[src/rtl/chan_mux_arb_if.sv]
// Handshake bundle for chan_mux_arb: per-channel producer inputs and the single
// registered consumer output, plus mode/select control and the transfer count.
interface chan_mux_arb_if #(
    parameter int WIDTH    = 32,
    parameter int CHANNELS = 8,
    parameter int SEL_W    = 3
);
    logic                      mode;
    logic [SEL_W-1:0]          select;
    logic [CHANNELS*WIDTH-1:0] in_data;
    logic [CHANNELS-1:0]       in_valid;
    logic [CHANNELS-1:0]       in_ready;
    logic [WIDTH-1:0]          out_data;
    logic [SEL_W-1:0]          out_chan;
    logic                      out_valid;
    logic                      out_ready;
    logic [15:0]               xfer_count;

    modport master (
        output mode, select, in_data, in_valid, out_ready,
        input  in_ready, out_data, out_chan, out_valid, xfer_count
    );

    modport slave (
        input  mode, select, in_data, in_valid, out_ready,
        output in_ready, out_data, out_chan, out_valid, xfer_count
    );
endinterface

[src/rtl/chan_mux_arb.sv]
// Registered N:1 channel mux with directed-select or round-robin arbitration and
// a one-entry output register. Define CHAN_MUX_XFER_COUNT_EN to build the output transfer counter.
module chan_mux_arb #(
    parameter int WIDTH    = 32,
    parameter int CHANNELS = 8,
    parameter int SEL_W    = 3
) (
    input  logic          clk,
    input  logic          rst_n,
    chan_mux_arb_if.slave bus
);

    logic                w_loadEn;
    logic                w_grantValid;
    logic [SEL_W-1:0]    w_grant;
    logic [WIDTH-1:0]    w_grantData;
    logic [CHANNELS-1:0] w_inReady;

    logic [WIDTH-1:0]    r_outData;
    logic [SEL_W-1:0]    r_outChan;
    logic                r_outValid;
    logic [SEL_W-1:0]    r_rrLast;

    assign w_loadEn = !r_outValid || bus.out_ready;

    // Round-robin scans from the channel after the last winner, wrapping, so the
    // loop over scan offsets keeps only the first valid channel it meets.
    always_comb begin
        w_grant      = '0;
        w_grantValid = 1'b0;
        if (bus.mode == 1'b0) begin
            for (int k = 0; k < CHANNELS; k++) begin
                if (bus.select == SEL_W'(k) && bus.in_valid[k]) begin
                    w_grant      = SEL_W'(k);
                    w_grantValid = 1'b1;
                end
            end
        end else begin
            for (int i = 1; i <= CHANNELS; i++) begin
                for (int k = 0; k < CHANNELS; k++) begin
                    if (!w_grantValid && bus.in_valid[k] &&
                        k == ((int'(r_rrLast) + i) % CHANNELS)) begin
                        w_grant      = SEL_W'(k);
                        w_grantValid = 1'b1;
                    end
                end
            end
        end
    end

    always_comb begin
        w_grantData = '0;
        w_inReady   = '0;
        for (int k = 0; k < CHANNELS; k++) begin
            if (w_grant == SEL_W'(k)) begin
                w_grantData  = bus.in_data[k*WIDTH +: WIDTH];
                w_inReady[k] = w_grantValid && w_loadEn && rst_n;
            end
        end
    end

    // A fresh load takes priority over draining, giving one word per cycle.
    always_ff @(posedge clk or negedge rst_n) begin
        if (!rst_n) begin
            r_outData  <= '0;
            r_outChan  <= '0;
            r_outValid <= 1'b0;
            r_rrLast   <= SEL_W'(CHANNELS - 1);
        end else if (w_grantValid && w_loadEn) begin
            r_outData  <= w_grantData;
            r_outChan  <= w_grant;
            r_outValid <= 1'b1;
            r_rrLast   <= w_grant;
        end else if (bus.out_ready) begin
            r_outValid <= 1'b0;
        end
    end

`ifdef CHAN_MUX_XFER_COUNT_EN
    logic [15:0] r_xferCount;

    always_ff @(posedge clk or negedge rst_n) begin
        if (!rst_n) begin
            r_xferCount <= '0;
        end else if (r_outValid && bus.out_ready) begin
            r_xferCount <= r_xferCount + 16'd1;
        end
    end

    assign bus.xfer_count = r_xferCount;
`else
    assign bus.xfer_count = 16'h0000;
`endif

    assign bus.in_ready  = w_inReady;
    assign bus.out_data  = r_outData;
    assign bus.out_chan  = r_outChan;
    assign bus.out_valid = r_outValid;

endmodule

[src/flat_wrapper.sv]
// flat-port wrapper written by rule: the top's interface ports become plain ports
module chan_mux_arb_flat 
#(
    parameter int WIDTH    = 32,
    parameter int CHANNELS = 8,
    parameter int SEL_W    = 3
)
  (clk, rst_n, bus_mode, bus_select, bus_in_data, bus_in_valid, bus_out_ready, bus_in_ready, bus_out_data, bus_out_chan, bus_out_valid, bus_xfer_count);
  chan_mux_arb_if #(.WIDTH(WIDTH), .CHANNELS(CHANNELS), .SEL_W(SEL_W)) bus_i ();
  input  logic clk;
  input  logic rst_n;
  input wire logic [$bits(bus_i.mode)-1:0] bus_mode;
  input wire logic [$bits(bus_i.select)-1:0] bus_select;
  input wire logic [$bits(bus_i.in_data)-1:0] bus_in_data;
  input wire logic [$bits(bus_i.in_valid)-1:0] bus_in_valid;
  input wire logic [$bits(bus_i.out_ready)-1:0] bus_out_ready;
  output wire logic [$bits(bus_i.in_ready)-1:0] bus_in_ready;
  output wire logic [$bits(bus_i.out_data)-1:0] bus_out_data;
  output wire logic [$bits(bus_i.out_chan)-1:0] bus_out_chan;
  output wire logic [$bits(bus_i.out_valid)-1:0] bus_out_valid;
  output wire logic [$bits(bus_i.xfer_count)-1:0] bus_xfer_count;
  assign bus_i.mode = bus_mode;
  assign bus_i.select = bus_select;
  assign bus_i.in_data = bus_in_data;
  assign bus_i.in_valid = bus_in_valid;
  assign bus_i.out_ready = bus_out_ready;
  assign bus_in_ready = bus_i.in_ready;
  assign bus_out_data = bus_i.out_data;
  assign bus_out_chan = bus_i.out_chan;
  assign bus_out_valid = bus_i.out_valid;
  assign bus_xfer_count = bus_i.xfer_count;
  chan_mux_arb #(.WIDTH(WIDTH), .CHANNELS(CHANNELS), .SEL_W(SEL_W)) u_core (.clk(clk), .rst_n(rst_n), .bus(bus_i));
endmodule
[config.mk]
export PLATFORM = sky130hd
export DESIGN_NAME = chan_mux_arb_flat
export DESIGN_NICKNAME = d
export VERILOG_FILES = /design/src/rtl/chan_mux_arb_if.sv /design/src/rtl/chan_mux_arb.sv /design/src/flat_wrapper.sv
export SDC_FILE = /design/constraint.sdc
export NUM_CORES = 1
export LEC_CHECK = 0
export CAP_MARGIN = 10
export CORE_AREA = 2 2 128 130
export CTS_CLUSTER_SIZE = 40
export DETAILED_ROUTE_END_ITERATION = 8
export DIE_AREA = 0 0 130 132
export PLACE_DENSITY = 0.87
export SLEW_MARGIN = 15
export SYNTH_ARGS = -nofsm -noshare
export SYNTH_HDL_FRONTEND = slang
export SYNTH_SLANG_ARGS = --single-unit
[constraint.sdc]
create_clock -name clk -period 14.8 [get_ports clk]
set_clock_uncertainty 0.1 [all_clocks]
set_input_delay 3.7 -clock clk [delete_from_list [all_inputs] [get_ports clk]]
set_output_delay 3.7 -clock clk [all_outputs]
set_load 0.01 [all_outputs]
==> summary.md <==
| Metric | Value |
|---|---|
| Clock buffers created by TritonCTS | `5` |
| Count of buffers from port buffering | `314` |
| Full die area | `17,200 µm²` |
| Most common cell in the synthesized netlist | `sky130_fd_sc_hd__nand2_1` |
| Maximum level of the CTS H-tree | `2` |
| Clock latency at the later pin of the worst-skew pair | `0.29 ns` |
| Count of final max-slew check failures | `0` |
| Fraction of synthesis flops using an asynchronous set or reset pin | `100%` |
| Iteration-0 DRC count of the detailed router | `888` |
| Outcome | `finished, final reports clean` |
| Dominant cells by area after synthesis | `sky130_fd_sc_hd__nand2_1 (16%), sky130_fd_sc_hd__dfrtp_1 (15%), sky130_fd_sc_hd__mux2i_1 (8.0%)` |
| Internal power component | `0.777 mW` |
| Half-perimeter wire length after placement | `21,900 µm` |
| Area Growth Syn to Fin | `53.0%` |
| Number of gates resized after CTS | `0` |
| All-layer global routing usage | `32.9%` |
| Crit path launch type | `input port` |
| Worst Hold Class | `reg -> reg` |
| CP required | `11.00 ns` |
| CTS sink cnt | `39` |
| Die Y-Extent | `132 µm` |
| Wire length of the first global-routing pass | `44,100 µm` |
| Number of storage elements in the synthesis netlist | `39` |
| Biggest fanout along the worst timing path | `84` |
| Global placer's final weighted congestion | `0.979` |
| Post-synthesis average cell area | `6.82 µm²` |
| Number of warnings issued by yosys | `0` |
| Starting Density | `38.3%` |
| Core area | `15,700 µm²` |
| Core Util, Final | `58.6%` |
| Worst-Margin Slew | `1.14 ns` |
| Switching portion of total power | `55.0%` |
| Antenna violations before repair | `0` |
| First-pass iteration count of the detailed router | `5` |
| Post-layout min period | `12.16 ns` |
| Clock edge transition at the registers on the reported setup and hold paths | `0.07 ns` |
| Share of total power in the clock network | `7.5%` |
| Total wire length | `29,400 µm` |
| Post-synth EDFFs | `0` |
| Die width | `130 µm` |
| Static Leakage | `3.80 nW` |
| Combinational share of power | `79.3%` |
| Max-cap viol count | `0` |
| Proportion of layout cells with a drive suffix above 1 | `4.69%` |
| Final setup viols | `0` |
| Summed negative setup slack over all endpoints | `0 ns` |
| Mean number of vias per cell | `6.03` |
| ANT nets after route | `0` |
| Boundary Pins | `331` |
| Crit Path Category | `in -> out` |
| Final global-route overflow total | `0` |
| Vias | `8,120` |
| Worst relative slew slack | `23.9%` |
| Sort of element at the end of the critical path | `output pin` |
| Final cycle utilization of the critical path | `82.2%` |
| Peak supply drop | `0.000122 V` |
| Synth Instances | `883` |
| Power per unit of standard cell area | `187 nW/µm²` |
| Routed length per placed instance | `21.8 µm` |
| Number of buffers inserted by hold repair at cts | `0` |
| Site row count | `46` |
| Unrepaired setup endpoints after global routing | `no` |
| ANT cells | `0` |
| Distinct cell type count of the synthesized netlist | `85` |
| Most numerous cell types in the synthesized netlist | `sky130_fd_sc_hd__nand2_1 (252), sky130_fd_sc_hd__a21oi_1 (68), sky130_fd_sc_hd__mux2i_1 (48)` |
| Final-layout fill cell count | `1,452` |
| Biggest area consumer among synthesized cells | `sky130_fd_sc_hd__nand2_1` |
| TritonCTS clock tree | `done` |
| Clock Tree Root | `sky130_fd_sc_hd__clkbuf_16` |
| Net count, final | `1,403` |
| Predominant post-synthesis flop cell | `sky130_fd_sc_hd__dfrtp_1` |
| Net load switching power | `0.949 mW` |
| Sequential Power Share | `13.2%` |
| Arrival time reported for the critical path endpoint | `8.36 ns` |
| Register-to-register setup slack | `7.32 ns` |
| # DRC | `0` |
| Largest net degree at the start of global routing | `85` |
| Final hold viol count | `0` |
| Maximum clock frequency | `82.2 MHz` |
| Synthesized area | `6020 µm²` |
| Part of the Yosys area used for sequential elements | `16.3%` |
| Top-area cell type share of the netlist area | `15.7%` |
| Clock Path Buffers | `2` |
| Number of post-CTS setup repair buffers | `0` |
| Vias in the first global route | `7,809` |
[layout make-up]
type	count	area, µm²	area share [%]
tap	216	270	2.94
timing repair buffer	325	3220	35.0
clock inverter	3	43.8	0.476
sequential	39	980	10.6
multi-input combinational	726	4440	48.3
clock buffer	5	125	1.36
inverter	33	124	1.35
[state kept, by name, summed over array words and instances, names as in the netlist]
name / count
u_core.bus.out_data: 32
u_core.bus.out_chan: 3
u_core.r_rrLast: 3
u_core.bus.out_valid: 1
[cells in the final DEF (no fill, tap or decap), drive strengths merged, types with 13 or more instances in the layout]
cell,n
nand2,254
a31oi,17
dfrtp,36
o31ai,26
o21ai,37
a21oi,69
nor2,28
a32oi,30
o221ai,25
a22oi,24
clkdlybuf4s50,313
inv,32
mux2i,49
nand2b,13
conb,16
[final timing paths]
check                                              startpoint                                   to  depth (start not counted)
max                                           bus_in_valid[1]                      bus_in_ready[2]                         12
min                        u_core.bus.out_chan[0]$_DFFE_PN0P_   u_core.bus.out_chan[0]$_DFFE_PN0P_                          1
max reg2reg                    u_core.r_rrLast[2]$_DFFE_PN1P_  u_core.bus.out_data[17]$_DFFE_PN0P_                         15
min reg2reg                u_core.bus.out_chan[0]$_DFFE_PN0P_   u_core.bus.out_chan[0]$_DFFE_PN0P_                          1
max in group asynchronous                               rst_n  u_core.bus.out_data[17]$_DFFE_PN0P_                          2
min in group asynchronous                               rst_n  u_core.bus.out_data[28]$_DFFE_PN0P_                          2
[layer usage]
| layer | up-vias | routed length, µm | GRT usage (%) |
|---|---|---|---|
| li1 | 3712 | - | - |
| met1 | 3769 | 11300 | 41.1 |
| met2 | 560 | 14100 | 55.9 |
| met3 | 79 | 2810 | 5.76 |
| met4 | 0 | 1140 | 12.2 |
| met5 | - | 0 | 0 |
[cell families after synthesis]
logic type / after synthesis / synth area share (%)
other: 1 / 0.0623
DFF: 39 / 16.3
adders and majority gates: 2 / 0.416
AOI/OAI and AO/OA: 301 / 36.8
muxes: 53 / 9.36
and+or+nand+nor: 354 / 25.8
buffers and inverters: 133 / 11.2
[per-stage QoR]
step | area (µm²) | hold slack, ns | instances | power (mW) | setup slack (ns)
2_1_floorplan | 6070 | 0.415 | 898 | 1.15 | 4.33
3_3_place_gp | 9040 | 0.361 | 1339 | 1.56 | 2.76
3_5_place_dp | 9040 | 0.373 | 1339 | 1.57 | 2.73
4_1_cts | 9210 | 0.388 | 1347 | 1.70 | 2.69
5_1_grt | 9210 | 0.400 | 1347 | 1.83 | 2.40
6_report | 9210 | 0.384 | 1347 | 1.73 | 2.64
[critical path, cell delays in order]
cell	delay [ns]
sky130_fd_sc_hd__clkdlybuf4s50_1	0.80
sky130_fd_sc_hd__or3b_1	0.39
sky130_fd_sc_hd__a21oi_1	0.18
sky130_fd_sc_hd__or2_1	0.19
sky130_fd_sc_hd__or4b_1	0.32
sky130_fd_sc_hd__nor4_1	0.11
sky130_fd_sc_hd__a211o_1	0.39
sky130_fd_sc_hd__o31ai_4	0.33
sky130_fd_sc_hd__buf_4	0.70
sky130_fd_sc_hd__nand3_1	0.36
sky130_fd_sc_hd__nor3_1	0.28
sky130_fd_sc_hd__clkdlybuf4s50_1	0.60
[power by group through the flow]
stage / Sequential (mW) / Clock (mW) / Combinational [mW]
2_1_floorplan: 0.222 / 0 / 0.923
3_3_place_gp: 0.227 / 0 / 1.33
3_5_place_dp: 0.229 / 0 / 1.34
4_1_cts: 0.227 / 0.132 / 1.34
5_1_grt: 0.237 / 0.136 / 1.46
6_report: 0.228 / 0.130 / 1.37
No activity file was read; power rests on OpenSTA's default activity.
